$ cat src/rtl/usrt_pkg.sv
// Shared constants and FSM encoding for the USRT transmitter.
package usrt_pkg;
  typedef enum logic [2:0] {
    ST_IDLE  = 3'd0,
    ST_START = 3'd1,
    ST_DATA  = 3'd2,
    ST_STOP  = 3'd3,
    ST_GAP   = 3'd4
  } state_e;

  localparam int unsigned FRAME_LEN   = 10;  // start + 8 data + stop
  localparam int unsigned DATA_BITS   = 8;
  localparam int unsigned IDLE_BITS   = 1;   // guard bit sent in ST_GAP
  localparam int unsigned CLK_DIV_DEF = 8;
endpackage

$ cat src/rtl/usrt_trans_if.sv
// Byte-write handshake plus serial outputs of the USRT transmitter.
interface usrt_trans_if;
  logic       wr;
  logic [7:0] din;
  logic       ready;
  logic       busy;
  logic       usrt_clk;
  logic       tx;

  modport master (output wr, din, input ready, busy, usrt_clk, tx);
  modport slave  (input wr, din, output ready, busy, usrt_clk, tx);
endinterface

$ cat src/rtl/usrt_clkgen.sv
// Free-running serial clock divider; rise_o marks the clk cycle ending in a 0->1 edge.
module usrt_clkgen
  import usrt_pkg::*;
#(
  parameter int unsigned CLK_DIV = CLK_DIV_DEF
) (
  input  logic clk,
  input  logic rst,
  output logic usrt_clk_o,
  output logic rise_o
);
  logic [7:0] div_q, div_d;
  logic       uclk_q, uclk_d;
  logic       wrap;

  assign wrap = (div_q == 8'(CLK_DIV - 1));

  always_comb begin
    div_d  = wrap ? 8'd0 : div_q + 8'd1;
    uclk_d = wrap ? ~uclk_q : uclk_q;
  end

  always_ff @(posedge clk or posedge rst) begin
    if (rst) begin
      div_q  <= '0;
      uclk_q <= 1'b0;
    end else begin
      div_q  <= div_d;
      uclk_q <= uclk_d;
    end
  end

  assign usrt_clk_o = uclk_q;
  assign rise_o     = wrap & ~uclk_q;
endmodule

$ cat src/rtl/usrt_trans.sv
// USRT transmitter: 10-bit frames plus one guard bit, tx updated on usrt_clk rise.
// Define USRT_TRANS_BUF_EN for a one-byte holding register that allows back-to-back frames.
module usrt_trans
  import usrt_pkg::*;
#(
  parameter int unsigned CLK_DIV = CLK_DIV_DEF
) (
  input  logic         clk,
  input  logic         rst,
  usrt_trans_if.slave  bus
);
  state_e     state_q, state_d;
  logic [2:0] bit_q, bit_d;
  logic [7:0] sh_q, sh_d;
  logic       tx_q, tx_d;
  logic       uclk, rise, accept, ready, pend, load;
  logic [7:0] pdata;

  usrt_clkgen #(.CLK_DIV(CLK_DIV)) u_clkgen (
    .clk       (clk),
    .rst       (rst),
    .usrt_clk_o(uclk),
    .rise_o    (rise)
  );

`ifdef USRT_TRANS_BUF_EN
  logic [7:0] hold_q, hold_d;
  logic       hvld_q, hvld_d;
  assign ready = ~hvld_q;
  assign pend  = hvld_q;
  assign pdata = hold_q;
`else
  // The shifter itself holds the accepted byte until START.
  logic pend_q, pend_d;
  assign ready = (state_q == ST_IDLE) & ~pend_q;
  assign pend  = pend_q;
  assign pdata = sh_q;
`endif

  assign accept = bus.wr & ready;

  always_comb begin
    state_d = state_q;
    bit_d   = bit_q;
    sh_d    = sh_q;
    tx_d    = tx_q;
    load    = 1'b0;
`ifdef USRT_TRANS_BUF_EN
    hold_d = hold_q;
    hvld_d = hvld_q;
    if (accept) begin
      hold_d = bus.din;
      hvld_d = 1'b1;
    end
`else
    pend_d = pend_q;
    if (accept) begin
      sh_d   = bus.din;
      pend_d = 1'b1;
    end
`endif
    if (rise) begin
      unique case (state_q)
        ST_IDLE:  if (pend) load = 1'b1;
        ST_START: begin
          state_d = ST_DATA;
          tx_d    = sh_q[0];
          sh_d    = {1'b0, sh_q[7:1]};
          bit_d   = '0;
        end
        ST_DATA: begin
          if (bit_q == 3'(DATA_BITS - 1)) begin
            state_d = ST_STOP;
            tx_d    = 1'b1;
          end else begin
            tx_d  = sh_q[0];
            sh_d  = {1'b0, sh_q[7:1]};
            bit_d = bit_q + 3'd1;
          end
        end
        ST_STOP: begin
          state_d = ST_GAP;
          tx_d    = 1'b1;
        end
        ST_GAP: begin
          if (pend) load = 1'b1;
          else begin
            state_d = ST_IDLE;
            tx_d    = 1'b1;
          end
        end
        default: begin
          state_d = ST_IDLE;
          tx_d    = 1'b1;
        end
      endcase
    end
    if (load) begin
      state_d = ST_START;
      tx_d    = 1'b0;
      sh_d    = pdata;
`ifdef USRT_TRANS_BUF_EN
      hvld_d  = 1'b0;
`else
      pend_d  = 1'b0;
`endif
    end
  end

  always_ff @(posedge clk or posedge rst) begin
    if (rst) begin
      state_q <= ST_IDLE;
      bit_q   <= '0;
      sh_q    <= '0;
      tx_q    <= 1'b1;
`ifdef USRT_TRANS_BUF_EN
      hold_q  <= '0;
      hvld_q  <= 1'b0;
`else
      pend_q  <= 1'b0;
`endif
    end else begin
      state_q <= state_d;
      bit_q   <= bit_d;
      sh_q    <= sh_d;
      tx_q    <= tx_d;
`ifdef USRT_TRANS_BUF_EN
      hold_q  <= hold_d;
      hvld_q  <= hvld_d;
`else
      pend_q  <= pend_d;
`endif
    end
  end

  assign bus.ready    = ready;
  assign bus.busy     = (state_q != ST_IDLE);
  assign bus.usrt_clk = uclk;
  assign bus.tx       = tx_q;
endmodule

$ cat src/flat_wrapper.sv
// flat-port wrapper written by rule: the top's interface ports become plain ports
module usrt_trans_flat import usrt_pkg::*;
#(
  parameter int unsigned CLK_DIV = CLK_DIV_DEF
)
  (clk, rst, bus_wr, bus_din, bus_ready, bus_busy, bus_usrt_clk, bus_tx);
  usrt_trans_if bus_i ();
  input  logic clk;
  input  logic rst;
  input wire logic [$bits(bus_i.wr)-1:0] bus_wr;
  input wire logic [$bits(bus_i.din)-1:0] bus_din;
  output wire logic [$bits(bus_i.ready)-1:0] bus_ready;
  output wire logic [$bits(bus_i.busy)-1:0] bus_busy;
  output wire logic [$bits(bus_i.usrt_clk)-1:0] bus_usrt_clk;
  output wire logic [$bits(bus_i.tx)-1:0] bus_tx;
  assign bus_i.wr = bus_wr;
  assign bus_i.din = bus_din;
  assign bus_ready = bus_i.ready;
  assign bus_busy = bus_i.busy;
  assign bus_usrt_clk = bus_i.usrt_clk;
  assign bus_tx = bus_i.tx;
  usrt_trans #(.CLK_DIV(CLK_DIV)) u_core (.clk(clk), .rst(rst), .bus(bus_i));
endmodule
$ cat config.mk
export PLATFORM = sky130hd
export DESIGN_NAME = usrt_trans_flat
export DESIGN_NICKNAME = d
export VERILOG_FILES = /design/src/rtl/usrt_pkg.sv /design/src/rtl/usrt_trans_if.sv /design/src/rtl/usrt_clkgen.sv /design/src/rtl/usrt_trans.sv /design/src/flat_wrapper.sv
export SDC_FILE = /design/constraint.sdc
export NUM_CORES = 1
export LEC_CHECK = 0
export CELL_PAD_IN_SITES_DETAIL_PLACEMENT = 2
export CELL_PAD_IN_SITES_GLOBAL_PLACEMENT = 2
export CORE_MARGIN = 10
export CORE_UTILIZATION = 35
export DETAILED_ROUTE_END_ITERATION = 10
export PLACE_DENSITY_LB_ADDON = 0.1
export SYNTH_ARGS = -nofsm -noshare
export SYNTH_HDL_FRONTEND = slang
export SYNTH_SLANG_ARGS = --single-unit
$ cat constraint.sdc
create_clock -name clk -period 2 [get_ports clk]
set_input_delay 0.4 -clock clk [delete_from_list [all_inputs] [get_ports clk]]
set_output_delay 0.4 -clock clk [all_outputs]
set_load 0.01 [all_outputs]
* Word level (Yosys, flattened, before mapping)
Index checks and enable logic that the tools add are counted.
** Word-level totals
- Output and inout bits :: 4
- Bits of input ports :: 11
- Logic and storage cells :: 55
- Register bits after elaboration :: 25
** Operators by class
- Muxes and demuxes :: 22
- Equality and inequality tests :: 10
- Add/subtract/negate cells :: 2
- Bitwise logic cells :: 5
- Reduce and logical (&&, ||, !) cells :: 9
** Operators by type and width (count)
- 2-to-1 mux 8 bit :: 4
- case mux 8 bit (2 select lines) :: 1
- 2-to-1 mux 3 bit :: 5
- case mux 3 bit (5 select lines) :: 1
- 2-to-1 mux 1 bit :: 9
- adder 8 x 1 -> 8 bit (second input constant) :: 1
- == test 8 x 3 -> 1 bit (second input constant) :: 1
- == test 3 x 2 -> 1 bit (second input constant) :: 2
- == test 3 bit (second input constant) :: 2
- case mux 3 bit (2 select lines) :: 1
- AND reduction 3 bit :: 2
- nonzero test 2 bit :: 3
- case mux 1 bit (4 select lines) :: 1
- AND reduction 4 bit :: 1
- adder 3 x 1 -> 3 bit (second input constant) :: 1
- bitwise AND 1 bit :: 3
- == test 3 x 1 -> 1 bit (second input constant) :: 1
- zero test 3 bit :: 1
- inequality test 3 x 1 -> 1 bit (second input constant) :: 1
- inequality test 3 x 2 -> 1 bit (second input constant) :: 1
- nonzero test 3 bit :: 1
- inequality test 2 x 1 -> 1 bit (second input constant) :: 1
- inequality test 2 bit (second input constant) :: 1
- NOT 1 bit :: 2
- OR reduction 2 bit :: 1

* Depth between registers and ports, before layout
Gate-level depths: netlist of run 1.
- Word-level depth :: 7
- Mapped depth :: 7
- Gate-level depth less buffers :: 6

* Cells and area by module
Synthesis of run 1 repeated with hierarchy kept, for this count alone.
** Second synthesis, totals
- Cell total of the unflattened synthesis :: 125
- Area total of the unflattened synthesis :: 1291.2 µm²
** Modules (own cells, without submodules)
- usrt_trans :: area each 905.9 µm², times used 1, seq. area each 401.6 µm², cells each 91
- usrt_clkgen :: area each 385.4 µm², times used 1, seq. area each 225.2 µm², cells each 34

* Least setup slack after synthesis of run 1
OpenSTA, ideal clock, no wires.
- Path type :: reg-to-reg
- Start point :: reg u_core.bit_q[0]
- End point :: reg u_core.sh_q[1] (netlist: u_core.pdata[1])
- Buffers on the path :: 0
- Path slack :: 0.261 ns
- Cell stages (with the launch flop) :: 7
- Setup time :: 0.126 ns
- Required time :: 1.874 ns
- Arrival :: 1.613 ns
- Clock period less this slack :: 1.739 ns
- Cell sequence :: dfrtp_1 -> ha_1 -> ha_1 -> nor4b_4 -> o2111a_2 -> nor2_2 -> a221o_1
** On the way
- Longest elaborated chain between the ends :: 4
** Ends and longest elaborated chain
- start, declared :: line usrt_trans.sv:13 : logic [2:0] bit_q, bit_d;
- start signal, assigned :: line usrt_trans.sv:124 : bit_q <= bit_d;
- == test 3 bit :: line usrt_trans.sv:72 : if (bit_q == 3'(DATA_BITS - 1)) begin
- 2-to-1 mux 8 bit :: line usrt_trans.sv:72
- case mux 8 bit (2 select lines) :: line usrt_trans.sv:63 : unique case (state_q)
- 2-to-1 mux 8 bit :: line usrt_trans.sv:62 : if (rise) begin
- end signal, assigned :: line usrt_trans.sv:114 : sh_q <= '0;
- end signal, assigned :: line usrt_trans.sv:125 : sh_q <= sh_d;
- end, declared :: line usrt_trans.sv:14 : logic [7:0] sh_q, sh_d;
No other way between the ends.
A chain may end at the register's enable or synchronous reset.

* Worst setup path after layout of run 1
- Start point :: reg u_core.bit_q[0]
- End point :: reg u_core.sh_q[2] (netlist: u_core.pdata[2])
Same word-level chain as after synthesis.

==> results of run 1 <==
## routing by layer
layer,GRT usage (%),share of wire [%],vias to the layer above
li1,-,-,465
met1,12.3,43,463
met2,19.7,53,12
met3,2.36,2.8,2
met4,3.76,0.69,0
met5,0,0,-
## through the flow
stage	worst slack [ns]	util, %	total power [mW]	cell area, um^2	hold WS, ns
6_report	0.0957	45.3	0.780	1530	0.406
5_1_grt	0.00125	45.3	0.815	1530	0.442
4_1_cts	0.00554	44.9	0.792	1510	0.419
3_5_place_dp	0.0701	43.4	0.548	1460	0.477
3_3_place_gp	0.199	43.4	0.547	1460	0.459
2_1_floorplan	0.261	-	0.523	1220	0.427
## logic make-up after synthesis
group	after synthesis
AND/OR/NAND/NOR	55
flip-flops	25
AO/OA/AOI/OAI	19
XOR/XNOR	6
buffers and inverters	4
multiplexers	4
adder cells (fa/ha/maj)	3
## state kept, by name (all words and copies together) (netlist names)
signal,flops
u_core.pend,1
u_core.bit_q,3
u_core.u_clkgen.div_q,8
u_core.bus.tx,1
u_core.state_q,3
u_core.pdata,8
u_core.u_clkgen.usrt_clk_o,1
## power groups by stage
stage	clock network (mW)	logic [mW]	registers (mW)
after floorplan	0	0.00777	0.515
after global placement	0	0.0318	0.515
after detailed placement	0	0.0334	0.515
after CTS	0.252	0.0334	0.506
after global routing	0.274	0.0349	0.506
final	0.242	0.0317	0.506
## final timing paths
path                                               start                       end  slack, ns  cells after the start
worst max-delay path                     u_core.bit_q[0]           u_core.pdata[2]        0.1                      6
min in group clk                u_core.u_clkgen.div_q[0]  u_core.u_clkgen.div_q[0]       0.51                      1
worst max register to register           u_core.bit_q[0]           u_core.pdata[2]        0.1                      6
worst min-delay path                                 rst  u_core.u_clkgen.div_q[7]       0.41                      3
max in group asynchronous                            rst             u_core.bus.tx       1.29                      3
worst min register to register  u_core.u_clkgen.div_q[0]  u_core.u_clkgen.div_q[0]       0.51                      1
## layout make-up
cell class / count / area (um^2)
Fill cell: 383 / 1840
Sequential cell: 25 / 628
Multi-Input combinational cell: 87 / 574
Timing Repair Buffer: 26 / 228
Tap cell: 46 / 57.6
Clock buffer: 3 / 22.5
Clock inverter: 1 / 7.51
Inverter: 2 / 7.51
## repair_timing
item	4_1_cts	5_1_grt
setup endpoints to repair	2	4
buffers inserted	3	2
gates resized for setup	2	3
## worst min-delay path, delay by kind of cell
kind,cells,cell delay (ns)
buffers and inverters,3,0.74
## cells in the final DEF, fill, tap and decap left out, drive strengths merged, types with 2 or more instances in the layout
master and instances:
a22oi 2, a221o 2, mux2i 3, nor2 8, and2 3, ha 3, clkbuf 4, dfrtp 24
clkdlybuf4s50 12, a21oi 5, o21ai 5, buf 12, nand2 19, and3 4, xor2 3, nand3 8
xnor2 3, inv 2, nor2b 2, nor4 3
==> results.py, run 1 <==
metrics = {
    "status": {
        "outcome": "completed",
    },
    "routing": {
        "dr.pass1.iters": 4,
        "drtIter0Drc": 28,
        "ant_nets": 0,
        "wire_per_inst_um": 16.7,
        "totalWireLength_mm": 3.17,
        "vias": 942,
        "drc": 0,
        "via_per_inst": 4.96,
    },
    "power_and_ir_drop": {
        "clkPwrFrac_pct": 31.1,
        "p_per_area_nw_per_um2": 511,
        "irDropWorstVdd_uv": 203,
        "leakagePower_nw": 0.731,
        "comb_power_share_pct": 4.1,
        "p_sw_mw": 0.179,
        "switching_share_pct": 22.9,
        "intPower_mw": 0.601,
        "seq_power_share_pct": 64.9,
    },
    "timing": {
        "hold_violations": 0,
        "grt_setup_unrepaired": "no",
        "maxSlewViolCount": 0,
        "worst_pin_slew_ns": 0.459,
        "tns_ns": 0,
        "period_share_pct": 95.2,
        "finClkSkew_ns": 0.00695,
        "setup_violations": 0,
        "relSlewSlack_pct": 69.2,
        "clock.fmax_mhz": 525,
        "min_period_ns": 1.90,
    },
    "yosys": {
        "synthTopCellsByArea": "dfrtp_1 (49%), nand2_1 (5.9%), nand3_1 (3.3%)",
        "ys_warn_count": 0,
        "seq_area_frac_synth_pct": 51.4,
        "synth_area_um2": 1220,
        "synth_edf_count": 0,
        "synthMuxAreaShare_pct": 3.39,
        "synthArstFlopShare_pct": 100,
        "syn_area_per_cell_um2": 10.5,
        "yosys.area.top_type": "dfrtp_1",
        "synthAdderAreaFrac_pct": 3.08,
        "synth_nets": 130,
        "ys_seq_elements": 25,
        "synth.cells.most_frequent": "dfrtp_1 (24), nand2_1 (19), nand3_1 (8), nor2_1 (7), a21oi_1 (5)",
        "synth.distinct_cells": 36,
        "synth_top_family_by_area": "simple AND/OR/NAND/NOR gates",
        "synthSimpleGateAreaFrac_pct": 25.8,
        "synth_compound_area_share_pct": 10.6,
        "synth.top_cell.area_share_pct": 49.3,
        "synth_xor_area_share_pct": 4.31,
        "ys.flop_type": "dfrtp_1",
        "yosysMostFrequentCell": "dfrtp_1",
        "syn-instance-count": 116,
    },
    "global_routing": {
        "grt_max_degree": 26,
        "grt_util_all_layers_pct": 10.9,
        "grt_pass1_wl_mm": 5.46,
        "first_global_vias": 1146,
        "grt.overflow.total": 0,
        "antenna_found_initial": 0,
    },
    "setup_path": {
        "path_cells": "ha_1, ha_1, nor4b_4, o2111a_2, nor2_2, a221o_1",
        "cp_max_fo": 4,
        "crit_path_end_kind": "flop",
        "slowest_stage": "dfrtp_1",
        "path_buf_inv": 0,
        "critical_path_class": "flop to flop",
        "critPathLaunchType": "flop",
        "cp_common_cell": "ha_1",
        "worst_ep_arrival_time_ns": 2.13,
        "slowest_delay_ns": 0.43,
        "crit_family": "compound AO/OA/AOI/OAI gates",
        "required_ns": 2.22,
    },
    "cts": {
        "htreeDepth": 1,
        "cts.sink_count": 25,
        "cts.clk_slew.worst_paths_ns": 0.15,
        "cts_tree": "built",
        "ctsHoldBuffers": 0,
        "clock_path_buffers": 2,
        "clk_latency_ns": 0.33,
        "cts_buffers": 3,
        "root_buffer": "clkbuf_4",
    },
    "place": {
        "portBuffers": 14,
        "place_inst": 181,
        "routabilityCongestion": 0.714,
        "dp.final_hpwl_mm": 2.40,
    },
    "run": {
        "cap_violations": 0,
    },
    "floorplan": {
        "start_util_pct": 36.2,
        "core_um2": 3360,
        "die_y_um": 79.0,
        "io_pins": 15,
        "design.die.area_um2": 6240,
        "fp.dieW_um": 79.0,
        "row_count": 21,
    },
    "final_layout": {
        "finalNonFillerCells": 190,
        "fin_nets": 159,
        "diodes": 0,
        "drive_gt1_share_pct": 18.8,
        "areaGrowthSynthToFinish_pct": 25.2,
    },
    "worst_hold_path": {
        "hold_class": "input port to asynchronous set/reset pin",
    },
}
(Power assumes the default switching activity.)
==> inputs of run 2 (changes only) <==
CORE_UTILIZATION = 31   (was 35)
clock period = 1.6 ns   (was 2 ns; I/O delays follow)
==> run 2 against run 1 <==
The flow now finishes with violations (setup timing). Combinational power increased by 25%. Fmax rose by 10%. First-iteration DRC count increased by 110%. Clock skew is 0.0013 ns lower. Global-route usage is 0.73 points higher. Critical endpoint unchanged. Highest routed layer unchanged.
==> results.py, run 2 (synthesized netlist as in run 1, its figures left out) <==
metrics = {
    "status": {
        "outcome": "finished with violations",
        "violations": "setup timing",
    },
    "timing": {
        "relSlewSlack_pct": 77.7,
        "worst_slack_ns": -0.126,
        "hold_violations": 0,
        "worst_pin_slew_ns": 0.334,
        "finClkSkew_ns": 0.00569,
        "period_share_pct": 108,
        "hold-worst-slack_ns": 0.388,
        "grt_setup_unrepaired": "yes",
        "clock.fmax_mhz": 579,
        "setup_violations": 12,
        "maxSlewViolCount": 0,
        "min_period_ns": 1.73,
    },
    "setup_path": {
        "reg2reg_depth": 6,
        "r2r_setup_slack_ns": -0.13,
        "worst_ep_arrival_time_ns": 1.89,
        "required_ns": 1.76,
        "crit_path_end_kind": "flop",
        "cp_max_fo": 2,
        "reg2reg_to": "u_core.pdata[2]",
        "critPathLaunchType": "flop",
        "regToRegStartpoint": "u_core.bit_q[0]",
        "critical_path_class": "flop to flop",
    },
    "place": {
        "routabilityCongestion": 0.757,
        "dp.final_hpwl_mm": 2.73,
        "dp_slack_ns": -0.169,
        "portBuffers": 14,
        "place_inst": 199,
        "place_area_um2": 1600,
    },
    "cts": {
        "clock_path_buffers": 2,
        "ctsHoldBuffers": 0,
        "root_buffer": "clkbuf_8",
        "htreeDepth": 1,
        "clk_latency_ns": 0.28,
        "cts_buffers": 3,
        "cts.clk_slew.worst_paths_ns": 0.09,
        "cts_tree": "built",
        "cts.sink_count": 25,
    },
    "floorplan": {
        "design.die.area_um2": 6840,
        "io_pins": 15,
        "fp.dieW_um": 82.7,
        "start_util_pct": 32.6,
        "core_um2": 3740,
        "die_y_um": 82.7,
        "row_count": 22,
    },
    "final_layout": {
        "diodes": 0,
        "drive_gt1_share_pct": 29.3,
        "seq_area_um2": 627,
        "final_cell_mix": "buf_4 (25), dfrtp_1 (24), nand2_1 (18)",
        "stdcell_area_um2": 1670,
        "multiInputGateArea_um2": 614,
        "final_common_cell": "buf_4",
        "fin_nets": 172,
        "finalNonFillerCells": 205,
        "n_fill_cell": 415,
        "areaGrowthSynthToFinish_pct": 37.1,
        "final_util_pct": 44.6,
    },
    "global_routing": {
        "antenna_found_initial": 0,
        "grt.overflow.total": 0,
        "grt_pass1_wl_mm": 6.04,
        "grt_max_degree": 26,
        "grt_util_all_layers_pct": 11.6,
        "first_global_vias": 1198,
    },
    "power_and_ir_drop": {
        "p_per_area_nw_per_um2": 632,
        "leakagePower_nw": 0.812,
        "irDropWorstVdd_uv": 437,
    },
    "routing": {
        "dr.pass1.iters": 3,
        "totalWireLength_mm": 3.44,
        "drc": 0,
        "drtIter0Drc": 59,
        "wire_per_inst_um": 16.8,
        "via_per_inst": 5.04,
        "ant_nets": 0,
        "vias": 1033,
    },
    "run": {
        "cap_violations": 0,
    },
    "worst_hold_path": {
        "hold_class": "input port to asynchronous set/reset pin",
    },
}
-- run 2: cell types whose count changed in the layout (fill, tap and decap cells not counted), sizes merged --
cell	before	now
buf	12	27
clkinv	0	1
clkinvlp	1	0
dlymetal6s2s	1	0
clkbuf	4	3
dlygate4sd2	0	2
clkdlybuf4s50	12	10
-- run 2: worst max-delay path, stage by stage, from the launching register on --
cell      delay (ns)
dfrtp_1         0.43
ha_4            0.18
ha_4            0.17
nor4b_4         0.25
o2111a_2        0.24
nor2_2          0.05
a221o_1         0.29
-- run 2: power by group --
group / internal [mW] / switching, mW
logic: 0.0232 / 0.0164
clock network: 0.175 / 0.210
registers: 0.631 / 0
-- run 2: worst max path at each step --
| stage | start | end | slack [ns] | depth (start not counted) |
|---|---|---|---|---|
| floorplan | u_core.bit_q[0] | u_core.pdata[1] | -0.14 | 6 |
| global placement | u_core.bit_q[1] | u_core.pdata[7] | -0.09 | 8 |
| detailed placement | u_core.bit_q[1] | u_core.pdata[7] | -0.17 | 8 |
| CTS | u_core.bit_q[1] | u_core.pdata[2] | -0.12 | 6 |
| global route | u_core.bit_q[0] | u_core.pdata[0] | -0.24 | 8 |
| finish | u_core.bit_q[0] | u_core.pdata[2] | -0.13 | 6 |
-- run 2: routing by layer --
| metal | track usage [%] | share of wire [%] | up-vias |
|---|---|---|---|
| met5 | 0 | 0 | - |
| met4 | 6.69 | 2.3 | 0 |
| met1 | 12.9 | 41 | 518 |
| li1 | - | - | 490 |
| met2 | 19.5 | 52 | 17 |
| met3 | 3.35 | 4.9 | 8 |
-- run 2: area by class of cell --
class	instances	area share, %
inverters	2	0.449
repair buffers	39	18.9
clock buffers	3	2.47
well taps	48	3.60
flip-flops and latches	25	37.5
multi-input cells	87	36.8
clock inverters	1	0.300
-- run 2: repair_timing --
item / CTS / global route
endpoints found under the setup margin: 16 / 15
pin swaps: 4 / 1
setup buffers: 1 / 1
resized for setup: 13 / 4
hold endpoints to repair: 0 / 0
-- run 2: through the flow --
stage	power, mW	setup TNS (ns)
finish	1.06	-1.16
detailed placement	0.685	-1.45
global route	1.12	-2.54
CTS	1.08	-1.16
floorplan	0.654	-0.274
global placement	0.684	-0.785
